`src/rtl/tcycle_scheduler.sv`:
```
// Frame/slot scheduler: per-unit T-cycle slots, M-cycle strobe,
// and ownership of the shared memory port by the active slot.
module tcycle_scheduler #(
   parameter int NUM_CH     = 3,
   parameter int SLOT_LEN   = 8,
   parameter int SETTLE_LEN = 1,
   parameter int ADDR_W     = 16,
   parameter int DATA_W     = 8,
   localparam int FRAME_LEN = NUM_CH*SLOT_LEN + SETTLE_LEN,
   localparam int ACT_LEN   = NUM_CH*SLOT_LEN,
   localparam int SW = (NUM_CH > 1) ? $clog2(NUM_CH) : 1,
   localparam int PW = $clog2(FRAME_LEN)
) (
   input  logic                     clk_in,
   input  logic                     rst_in,
   input  logic                     en_in,
   output logic [SW-1:0]            slot_out,
   output logic [NUM_CH-1:0]        slot_onehot_out,
   output logic                     settle_out,
   output logic [NUM_CH-1:0]        tick_out,
   output logic                     mtick_out,
   output logic [1:0]               frame_cnt_out,
   input  logic [NUM_CH*ADDR_W-1:0] req_addr_in,
   input  logic [NUM_CH-1:0]        req_valid_in,
   output logic [ADDR_W-1:0]        mem_addr_out,
   output logic                     mem_valid_out,
   input  logic [DATA_W-1:0]        mem_data_in,
   input  logic                     mem_data_valid_in,
   output logic [DATA_W-1:0]        rsp_data_out,
   output logic [NUM_CH-1:0]        rsp_valid_out,
   output logic                     drop_out
);

   logic [PW-1:0]     pos;
   logic [PW:0]       posx;
   logic [1:0]        frame_cnt;
   logic              wrap;
   logic [SW-1:0]     slot_w;
   logic [NUM_CH-1:0] onehot_w;
   logic              settle_w;
   logic [NUM_CH-1:0] first_w;
   logic              last_w;
   logic              req_hit;
   logic [ADDR_W-1:0] req_sel;

   assign posx = {1'b0, pos};
   assign wrap = (pos == PW'(FRAME_LEN-1));

   // Frame position and frame counter advance only when enabled
   always_ff @(posedge clk_in) begin
      if (rst_in) begin
         pos       <= '0;
         frame_cnt <= '0;
      end else if (en_in) begin
         if (wrap) begin
            pos       <= '0;
            frame_cnt <= frame_cnt + 2'd1;
         end else begin
            pos <= pos + PW'(1);
         end
      end
   end

   // Decode slot owner, slot boundaries and settle window from pos
   always_comb begin
      slot_w   = SW'(NUM_CH-1);
      onehot_w = '0;
      first_w  = '0;
      last_w   = 1'b0;
      settle_w = !(posx < (PW+1)'(ACT_LEN));
      for (int i = NUM_CH-1; i >= 0; i--) begin
         if (posx < (PW+1)'((i+1)*SLOT_LEN))
            slot_w = SW'(i);
      end
      for (int i = 0; i < NUM_CH; i++) begin
         onehot_w[i] = !settle_w && (slot_w == SW'(i));
         first_w[i]  = (posx == (PW+1)'(i*SLOT_LEN));
         if (posx == (PW+1)'((i+1)*SLOT_LEN-1))
            last_w = 1'b1;
      end
   end

   // Strobes and slot outputs, forced to the slot-0 view in reset
   always_comb begin
      slot_out        = rst_in ? '0 : slot_w;
      slot_onehot_out = rst_in ? NUM_CH'(1) : onehot_w;
      settle_out      = !rst_in && settle_w;
      tick_out        = (rst_in || !en_in) ? '0 : first_w;
      mtick_out       = !rst_in && en_in && first_w[0]
                        && (frame_cnt == 2'd0);
      frame_cnt_out   = frame_cnt;
   end

   // Pick the request of the channel whose slot starts now
   always_comb begin
      req_hit = 1'b0;
      req_sel = '0;
      for (int i = 0; i < NUM_CH; i++) begin
         if (tick_out[i] && req_valid_in[i]) begin
            req_hit = 1'b1;
            req_sel = req_addr_in[i*ADDR_W +: ADDR_W];
         end
      end
   end

   // Memory port: issue at slot start, hold to slot end
   always_ff @(posedge clk_in) begin
      if (rst_in) begin
         mem_addr_out  <= '0;
         mem_valid_out <= 1'b0;
      end else if (en_in) begin
         if (req_hit) begin
            mem_addr_out  <= req_sel;
            mem_valid_out <= 1'b1;
         end else if (last_w) begin
            mem_valid_out <= 1'b0;
         end
      end
   end

   // Route read data to the slot owner, flag orphaned responses
   always_comb begin
      rsp_data_out  = mem_data_in;
      rsp_valid_out = '0;
      drop_out      = 1'b0;
      if (!rst_in && mem_data_valid_in) begin
         if (mem_valid_out)
            rsp_valid_out = onehot_w;
         drop_out = settle_w || !mem_valid_out;
      end
   end

endmodule

```
`config.mk`:
```
export PLATFORM = sky130hd
export DESIGN_NAME = tcycle_scheduler
export DESIGN_NICKNAME = d
export VERILOG_FILES = /design/src/rtl/tcycle_scheduler.sv
export SDC_FILE = /design/constraint.sdc
export NUM_CORES = 1
export LEC_CHECK = 0
export CAP_MARGIN = 5
export CORE_ASPECT_RATIO = 1.75
export CORE_MARGIN = 1.5
export CORE_UTILIZATION = 35
export CTS_CLUSTER_SIZE = 8
export DETAILED_ROUTE_END_ITERATION = 12
export GPL_TIMING_DRIVEN = 0
export PLACE_DENSITY_LB_ADDON = 0.25
export SYNTH_ARGS = -nofsm -noshare
export SYNTH_HDL_FRONTEND = slang
export SYNTH_SLANG_ARGS = --single-unit
```
`constraint.sdc`:
```
create_clock -name clk_in -period 1.7 [get_ports clk_in]
set_input_delay 0.17 -clock clk_in [delete_from_list [all_inputs] [get_ports clk_in]]
set_output_delay 0.17 -clock clk_in [all_outputs]
set_load 0.005 [all_outputs]
```
==> run_results.csv, run 1 <==
group,metric,value,unit
power_and_ir_drop,vdd_drop_max,0.377,mV
placed_design,portBuffers,94,
synth,ys.flop_type,"dfxtp_1",
routing,drt_first_pass_iters,5,
worst_setup_path,crit_path_cell_trace,"buf_6 -> buf_12 -> nand2b_4 -> nor2_1 -> clkdlybuf4s50_1",
global_routing,grt_overflow_total,0,
routing,post-route-drc-count,0,
global_routing,grt_max_degree,13,
routing,vias_per_cell,5.03,
routing,drtAntennaViolNets,0,
clocking,root_buffer,"clkbuf_8",
synth,netlist.area_leader.share,0.324,
worst_setup_path,cp.arrival,1.47,ns
timing,fin_crit,1.64,ns
final_layout,n_fill_cell,374,
synth,avgSynthCellArea,9.44,sq um
timing,max_slew.worst_pin.slew,0.464,ns
synth,synthCells,157,
placed_design,dpl.cell_count,300,
routing,via_count,1558,
floorplan,die_h,89.1,microns
final_layout,final_cell_mix,"clkdlybuf4s50_1, dfxtp_1, o21ai_0, buf_4, o2bb2ai_1",
timing,clock-skew-final,0.00223,ns
status,outcome,"completed",
global_routing,grt_first_pass_wirelength,6.75,mm
worst_setup_path,slowest_delay,0.50,ns
routing,drtIter0Drc,29,
worst_setup_path,cp_slowest_cell,"clkdlybuf4s50_1",
timing,postLayoutSetupSlackWorst,0.0638,ns
clocking,path_clk_slew,0.08,ns
worst_setup_path,reg2reg_from,"pos[4]$_SDFFE_PP0P_",
floorplan,die-area,0.00465,sq mm
floorplan,num_rows,31,
floorplan,die_w,52.2,microns
run,cap_viol_max_count,0,
routing,routedWlPerCell,14.2,microns
synth,ys_seq_elements,24,
clocking,cts_hold_buf,0,
placed_design,gp_congestion,0.729,
worst_setup_path,startpoint_type,"flop",
worst_setup_path,r2r-end,"mem_addr_out[1]$_SDFFE_PP0P_",
timing,hold_violations,0,
timing,drv_slew,0,
floorplan,pin_count,104,
final_layout,diodes,0,
timing,finalSetupViolCount,0,
timing,max-slew-margin-rel,0.689,
clocking,insertion_delay,0.25,ns
final_layout,multiInputGateArea,860,sq um
synth,yosysSeqAreaShare,0.324,
power_and_ir_drop,power.density,499,mW/mm^2
clocking,cts_sinks,24,
synth,synth_fp_nets,224,
synth,synth_edf_count,0,
global_routing,grt_usage,0.186,
worst_setup_path,rrSetupSlack,0.14,ns
clocking,cts_buffers,3,
worst_setup_path,cp_num_buf_inv,3,
worst_setup_path,crit_required,1.53,ns
global_routing,antenna_found_initial,0,
global_routing,first_global_vias,1458,
timing,period_share,0.962,
timing,fmax,0.611,GHz
worst_setup_path,cp_max_fo,6,
clocking,clockBufferDepth,2,
synth,async_reset_ff_frac,0,
power_and_ir_drop,leakage,1.04,nW
final_layout,layout_commonest_cell,"clkdlybuf4s50_1",
synth,yosysWarnings,0,
final_layout,area_delta_synth_final,77.7,%
worst_setup_path,startpoint,"pos[4]$_SDFFE_PP0P_",
worst_setup_path,r2r.worst_path.cells,7,
final_layout,instances_no_fill,310,
floorplan,start_util,0.360,
clocking,cts_max_level,1,
worst_setup_path,crit_type,"flop to output port",
synth,synth.distinct_cells,36,
synth,yosys-top-cells-area,"dfxtp_1, a221oi_2, o2bb2ai_1",
final_layout,fin_nets,330,
timing,rsz0062_at_grt,"false",
clocking,cts_tree,"done",
final_layout,seq_area,489,sq um
routing,totalWireLength,4.40,mm
worst_setup_path,critPathTopFamily,"buffers and inverters",
min_path,hold_path_class,"primary input to flop",
final_layout,drive_gt1_frac,0.257,
synth,synth_top_area_cell,"dfxtp_1",
synth,syn-cell-area,0.00148,sq mm
placed_design,dp_slack,-0.457,ns
worst_setup_path,setup.worst_path.end_class,"output port",
worst_setup_path,endpoint,"rsp_valid_out[2]",
final_layout,final_util,0.640,
floorplan,core_area,0.00411,sq mm
worst_setup_path,cp_num_cells,5,
placed_design,hpwl,3.41,mm
[area by class of cell]
class | instances | share of cell area
Inverter | 7 | 0.0109
Tap cell | 49 | 0.0233
Clock buffer | 3 | 0.0157
Buffer | 21 | 0.0604
Timing Repair Buffer | 101 | 0.377
Multi-Input combinational cell | 105 | 0.327
Sequential cell | 24 | 0.186
[synthesized netlist by cell type (2+ instances only)]
master	count
a221oi_1	6
nand3b_2	2
xnor2_1	3
nor3_1	6
clkbuf_1	2
o2bb2ai_1	16
nand2_1	4
dfxtp_1	24
o21ai_0	18
and3_1	3
buf_6	3
buf_2	3
a221oi_2	10
buf_4	12
or2_2	2
ha_1	4
a21oi_1	2
inv_1	6
nor2_2	2
mux2i_1	3
nor2_1	11
[power by group]
part           internal, mW  switching [mW]  total (mW)
registers             0.590          0.0155       0.605
logic                 0.258           0.131       0.389
clock network         0.158           0.161       0.319
total                  1.01           0.308        1.31
[worst register-to-register path, stage by stage, from the launching register on]
cell,delay (ns)
dfxtp_2,0.33
buf_6,0.13
buf_12,0.11
nand2b_4,0.05
nor2_1,0.37
buf_4,0.30
a221oi_2,0.05
o2bb2ai_1,0.15
[metal layers]
layer / global-route usage / vias up / share of wire
li1: - / 789 / -
met1: 0.214 / 691 / 0.41
met2: 0.352 / 76 / 0.50
met3: 0.0284 / 2 / 0.081
met4: 0.0420 / 0 / 0.0039
met5: 0 / - / 0
[logic make-up (layout without fill, tap and decap cells)]
logic type	after synthesis	after routing	synth area share
buffers and inverters	28	132	0.122
AO/OA/AOI/OAI	56	56	0.327
XOR/XNOR	4	4	0.0237
multiplexers	3	3	0.0203
adder cells (fa/ha/maj)	4	4	0.0338
flip-flops	24	24	0.324
AND/OR/NAND/NOR	38	38	0.149
[worst min path at each step]
stage,start,to,slack [ns],depth (start not counted)
after floorplan,req_addr_in[15],mem_addr_out[15]$_SDFFE_PP0P_,0.34,2
after global placement,mem_addr_out[2]$_SDFFE_PP0P_,mem_addr_out[2]$_SDFFE_PP0P_,0.45,1
after detailed placement,mem_addr_out[14]$_SDFFE_PP0P_,mem_addr_out[14]$_SDFFE_PP0P_,0.45,1
after CTS,en_in,pos[4]$_SDFFE_PP0P_,0.30,3
after global routing,en_in,pos[0]$_SDFFE_PP0P_,0.31,3
final,en_in,pos[4]$_SDFFE_PP0P_,0.31,3
[registers in the layout (all words and copies together), names as in the netlist]
register and cells:
mem_valid_out 1, pos 5, frame_cnt_out 2, mem_addr_out 16
[stage by stage]
stage	power [mW]	hold slack [ns]	area, sq um	setup TNS [ns]
after floorplan	0.757	0.336	1480	0
after global placement	0.986	0.446	2480	-2.50
after detailed placement	0.990	0.449	2480	-2.64
after CTS	1.34	0.298	2610	-0.000327
after global routing	1.39	0.314	2630	0
final	1.31	0.309	2630	0
[timing repair]
item | in CTS | in global routing
pin swaps | 3 | 2
endpoints found under the setup margin | 13 | 8
resized for setup | 27 | 15
setup buffers | 6 | 1
Note: power is estimated with default switching activity, not from simulation.
==> inputs of run 2 (changes only) <==
REMOVE_ABC_BUFFERS = 1   (was unset)
==> run_results.csv, run 2 (synthesized netlist as in run 1, its figures left out) <==
group,metric,value,unit
status,outcome,"completed",
power_and_ir_drop,total_power,1.47,mW
final_layout,diodes,0,
final_layout,drive_gt1_frac,0.238,
timing,finalSetupViolCount,0,
timing,clock-skew-final,0.00578,ns
final_layout,fin_nets,307,
power_and_ir_drop,seq_power_share,0.411,
final_layout,instances_no_fill,288,
power_and_ir_drop,clkPwrFrac,0.347,
routing,vias_per_cell,5.30,
worst_setup_path,crit_required,1.53,ns
worst_setup_path,startpoint_type,"flop",
timing,fmax,0.602,GHz
clocking,path_clk_slew,0.09,ns
placed_design,dpl.cell_count,272,
clocking,root_buffer,"clkbuf_8",
global_routing,grt_first_pass_wirelength,6.95,mm
global_routing,antenna_found_initial,0,
timing,fin_crit,1.66,ns
timing,max-slew-margin-rel,0.649,
clocking,insertion_delay,0.27,ns
worst_setup_path,cp.arrival,1.49,ns
final_layout,largest_reg_flops,16,
routing,routedWlPerCell,15.9,microns
clocking,cts_buffers,3,
floorplan,die-area,0.00465,sq mm
global_routing,first_global_vias,1472,
power_and_ir_drop,p_sw,0.335,mW
clocking,cts_sinks,24,
floorplan,start_util,0.360,
timing,hold_violations,0,
routing,drt_first_pass_iters,4,
power_and_ir_drop,cell_internal_pwr,1.13,mW
placed_design,portBuffers,87,
placed_design,hpwl,3.28,mm
floorplan,die_w,52.2,microns
worst_setup_path,crit_type,"flop to output port",
timing,max_slew.worst_pin.slew,0.526,ns
timing,rsz0062_at_grt,"true",
routing,drtIter0Drc,5,
clocking,cts_max_level,1,
routing,post-route-drc-count,0,
floorplan,core_area,0.00411,sq mm
final_layout,area_delta_synth_final,67.4,%
routing,via_count,1525,
run,cap_viol_max_count,0,
floorplan,die_h,89.1,microns
floorplan,pin_count,104,
power_and_ir_drop,p_sw_frac,0.228,
final_layout,largest-register,"mem_addr_out",
global_routing,grt_overflow_total,0,
worst_setup_path,cp_max_fo,10,
timing,drv_slew,0,
timing,hold_ws,0.277,ns
placed_design,gp_congestion,0.783,
power_and_ir_drop,comb_power_share,0.242,
routing,totalWireLength,4.58,mm
global_routing,grt_usage,0.197,
clocking,clockBufferDepth,2,
power_and_ir_drop,power.density,592,mW/mm^2
floorplan,num_rows,31,
clocking,cts_tree,"done",
routing,drtAntennaViolNets,0,
final_layout,final_cell_mix,"clkdlybuf4s50_1, dfxtp_1, o21ai_0",
worst_setup_path,setup.worst_path.end_class,"output port",
min_path,hold_path_class,"primary input to flop",
timing,period_share,0.977,
power_and_ir_drop,leakage,0.932,nW
global_routing,grt_max_degree,19,
final_layout,layout_commonest_cell,"clkdlybuf4s50_1",
final_layout,final_util,0.603,
power_and_ir_drop,vdd_drop_max,0.357,mV
clocking,cts_hold_buf,0,
## run 2: cell types whose count changed in the layout (fill, tap and decap cells not counted), moves of 2 or more
cell             delta
buf_2               -2
buf_4               -7
buf_6               -4
clkbuf_2            -2
clkdlybuf4s50_1     -3
dlygate4sd2_1       -2
dlymetal6s2s_1      -2
nand2_1             -2
nand2_2             +2
## run 2: cell type report
type                    count  area, sq um
fillers                   379         1630
repair buffers             99          958
multi-input cells         105          868
flip-flops and latches     24          492
well taps                  49         61.3
clock buffers               3         41.3
clock inverters             1         30.0
inverters                   7         28.8
## run 2: final timing paths
check,startpoint,to,slack (ns),depth (start not counted)
worst max-delay path,pos[3]$_SDFFE_PP0P_,slot_onehot_out[0],0.04,3
worst min-delay path,rst_in,frame_cnt_out[0]$_SDFFE_PP0P_,0.28,2
worst max register to register,pos[0]$_SDFFE_PP0P_,pos[4]$_SDFFE_PP0P_,0.14,7
worst min register to register,mem_addr_out[12]$_SDFFE_PP0P_,mem_addr_out[12]$_SDFFE_PP0P_,0.47,1
## run 2: worst max-delay path: stages (launching register included)
cell             delay [ns]
dfxtp_4                0.43
nor2_2                 0.08
or2_2                  0.27
clkdlybuf4s50_1        0.45
## run 2: through the flow
step           setup TNS [ns]  instance area (sq um)  setup slack, ns
3_5_place_dp           -10.67                   2260           -0.647
3_3_place_gp           -13.86                   2260           -0.663
5_1_grt              -0.00752                   2480         -0.00319
6_report                    0                   2480           0.0396
2_1_floorplan          -0.477                   1330          -0.0724
4_1_cts                     0                   2420          0.00907
## run 2: routing by layer
| metal | part of all wire | track usage | up-vias |
|---|---|---|---|
| li1 | - | - | 743 |
| met1 | 0.40 | 0.219 | 697 |
| met2 | 0.50 | 0.346 | 79 |
| met3 | 0.085 | 0.0485 | 6 |
| met4 | 0.018 | 0.0886 | 0 |
| met5 | 0 | 0 | - |
## run 2: power by group through the flow
stage | Combinational (mW) | Sequential [mW] | Clock, mW
after floorplan | 0.105 | 0.622 | 0
after global placement | 0.320 | 0.620 | 0
after detailed placement | 0.324 | 0.622 | 0
after CTS | 0.346 | 0.604 | 0.519
after global routing | 0.382 | 0.609 | 0.535
final | 0.355 | 0.604 | 0.509
## run 2: repair_timing
action                                  in CTS  in global routing
gates cloned                                 0                  0
endpoints found under the setup margin      30                 24
buffers inserted                             8                  4
pin swaps                                    2                  2
gates resized for setup                     24                 16
==> inputs of run 3 (changes only) <==
--- a/config.mk
+++ b/config.mk
@@ -13,5 +13,5 @@
 export DETAILED_ROUTE_END_ITERATION = 12
 export GPL_TIMING_DRIVEN = 0
-export PLACE_DENSITY_LB_ADDON = 0.25
+export PLACE_DENSITY = 0.91
 export REMOVE_ABC_BUFFERS = 1
 export SYNTH_ARGS = -nofsm -noshare
==> constraint.sdc (replaced) <==
create_clock -name clk_in -period 1.7 [get_ports clk_in]
set_input_delay 0.425 -clock clk_in [delete_from_list [all_inputs] [get_ports clk_in]]
set_output_delay 0.425 -clock clk_in [all_outputs]
set_load 0.005 [all_outputs]
==> run_results.csv, run 3 (synthesized netlist as in run 1, its figures left out) <==
group,metric,value,unit
power_and_ir_drop,total_power,1.38,mW
timing,max-slew-margin-rel,0.721,
final_layout,area_delta_synth_final,74.5,%
clocking,cts_max_level,1,
worst_setup_path,cp.arrival,1.36,ns
clocking,cts_sinks,24,
floorplan,num_rows,31,
floorplan,die_h,89.1,microns
clocking,root_buffer,"clkbuf_8",
placed_design,dp_slack,-1.14,ns
final_layout,fin_nets,317,
global_routing,met1_usage,0.225,
worst_setup_path,cp_num_buf_inv,3,
global_routing,first_global_vias,1520,
worst_setup_path,setup.worst_path.end_class,"output port",
global_routing,gr-usage-met2,0.343,
worst_setup_path,r2r.worst_path.cells,9,
routing,drt_first_pass_iters,4,
timing,fin_crit,1.79,ns
routing,routedWlPerCell,15.8,microns
power_and_ir_drop,seq_power_share,0.438,
min_path,min_from,"rst_in",
timing,rsz0062_at_grt,"true",
floorplan,core_area,0.00411,sq mm
power_and_ir_drop,power.density,532,mW/mm^2
power_and_ir_drop,clkPwrFrac,0.276,
final_layout,drive_gt1_frac,0.309,
min_path,hold_path_depth,2,
min_path,hold_path_class,"primary input to flop",
floorplan,start_util,0.360,
clocking,path_clk_slew,0.08,ns
timing,max_slew.worst_pin.slew,0.419,ns
routing,drtIter0Drc,18,
global_routing,antenna_found_initial,0,
power_and_ir_drop,p_sw,0.324,mW
routing,totalWireLength,4.70,mm
clocking,clockBufferDepth,2,
worst_setup_path,crit_path_cell_trace,"inv_2 -> ha_4 -> nand3b_4 -> buf_12 -> nor2_4 -> and3_4 -> buf_6",
run,cap_viol_max_count,0,
global_routing,grt.busiest_layer,"met2",
final_layout,n_fill_cell,358,
power_and_ir_drop,comb_power_share,0.286,
final_layout,final_cell_mix,"clkdlybuf4s50_1, dfxtp_1, o21ai_0",
floorplan,die-area,0.00465,sq mm
floorplan,die_w,52.2,microns
floorplan,pin_count,104,
final_layout,diodes,0,
routing,via_count,1571,
placed_design,gp_congestion,0.810,
power_and_ir_drop,cell_internal_pwr,1.05,mW
timing,hold_ws,0.405,ns
worst_setup_path,crit_required,1.27,ns
timing,finalSetupViolCount,4,
routing,drtAntennaViolNets,0,
min_path,min_to,"pos[1]$_SDFFE_PP0P_",
clocking,cts_hold_buf,0,
final_layout,largest-register,"mem_addr_out",
global_routing,grt_usage,0.196,
power_and_ir_drop,leakage,0.991,nW
global_routing,grt_max_degree,19,
final_layout,layout_commonest_cell,"clkdlybuf4s50_1",
clocking,cts_buffers,3,
power_and_ir_drop,p_sw_frac,0.235,
status,outcome,"complete, but fails checks",
timing,postLayoutSetupSlackWorst,-0.0887,ns
placed_design,hpwl,3.31,mm
worst_setup_path,critPathTopFamily,"simple AND/OR/NAND/NOR gates",
timing,clock-skew-final,0.00120,ns
worst_setup_path,slowest_delay,0.33,ns
global_routing,grt_first_pass_wirelength,7.07,mm
final_layout,final_util,0.629,
timing,hold_violations,0,
worst_setup_path,cp_slowest_cell,"dfxtp_2",
timing,fmax,0.559,GHz
final_layout,largest_reg_flops,16,
worst_setup_path,r2r-end,"mem_addr_out[8]$_SDFFE_PP0P_",
status,violations,"setup timing",
power_and_ir_drop,vdd_drop_max,0.413,mV
worst_setup_path,reg2reg_from,"pos[1]$_SDFFE_PP0P_",
worst_setup_path,crit_type,"flop to output port",
routing,post-route-drc-count,0,
routing,vias_per_cell,5.27,
placed_design,portBuffers,87,
global_routing,grt_overflow_total,0,
timing,period_share,1.05,
worst_setup_path,cp_max_fo,2,
worst_setup_path,rrSetupSlack,0.14,ns
clocking,cts_tree,"done",
worst_setup_path,startpoint_type,"flop",
timing,drv_slew,0,
global_routing,met3_usage,0.0535,
clocking,insertion_delay,0.26,ns
placed_design,dpl.cell_count,273,
final_layout,instances_no_fill,298,
==> run 3: worst max path at each step <==
stage                                    from                             to  cells past startpoint
after floorplan           pos[4]$_SDFFE_PP0P_  mem_addr_out[10]$_SDFFE_PP0P_                      4
after global placement                 rst_in                      mtick_out                      4
after detailed placement               rst_in                      mtick_out                      4
after CTS                 pos[1]$_SDFFE_PP0P_                    tick_out[0]                      6
after global routing      pos[1]$_SDFFE_PP0P_                    tick_out[0]                      6
final                     pos[1]$_SDFFE_PP0P_                      mtick_out                      7
==> run 3: final cells by class <==
cell class,instances,area [sq um],area share
repair buffers,109,1050,0.406
inverters,7,28.8,0.0111
clock buffers,4,55.1,0.0213
multi-input cells,105,896,0.347
flip-flops and latches,24,494,0.191
well taps,49,61.3,0.0237
==> run 3: worst register-to-register path, delay by kind of cell, from the launching register on <==
kind            cells  cell delay, ns
flops               1            0.33
buf+inv             4            0.58
compound gates      2            0.23
simple gates        2            0.17
fa+ha+maj           1            0.14
==> run 3: stage by stage <==
stage / TNS (ns) / area (sq um)
floorplan: -0.477 / 1330
global route: -0.651 / 2580
CTS: -0.454 / 2510
finish: -0.319 / 2580
detailed placement: -22.13 / 2270
global placement: -24.06 / 2260
==> run 3: power by group through the flow <==
stage	Clock [mW]	Combinational (mW)	Sequential [mW]
global placement	0	0.318	0.620
global route	0.424	0.421	0.607
finish	0.380	0.393	0.603
CTS	0.397	0.373	0.604
detailed placement	0	0.325	0.622
floorplan	0	0.105	0.622
==> run 3: what timing repair did <==
action / 4_1_cts / 5_1_grt
pin swaps: 8 / 7
resized for setup: 72 / 11
endpoints found under the setup margin: 31 / 10
buffers inserted: 15 / 7
==> run 3: metal layers <==
layer | vias up | wire length (microns)
li1 | 766 | -
met1 | 731 | 1790
met2 | 70 | 2500
met3 | 4 | 357
met4 | 0 | 51
met5 | - | 0
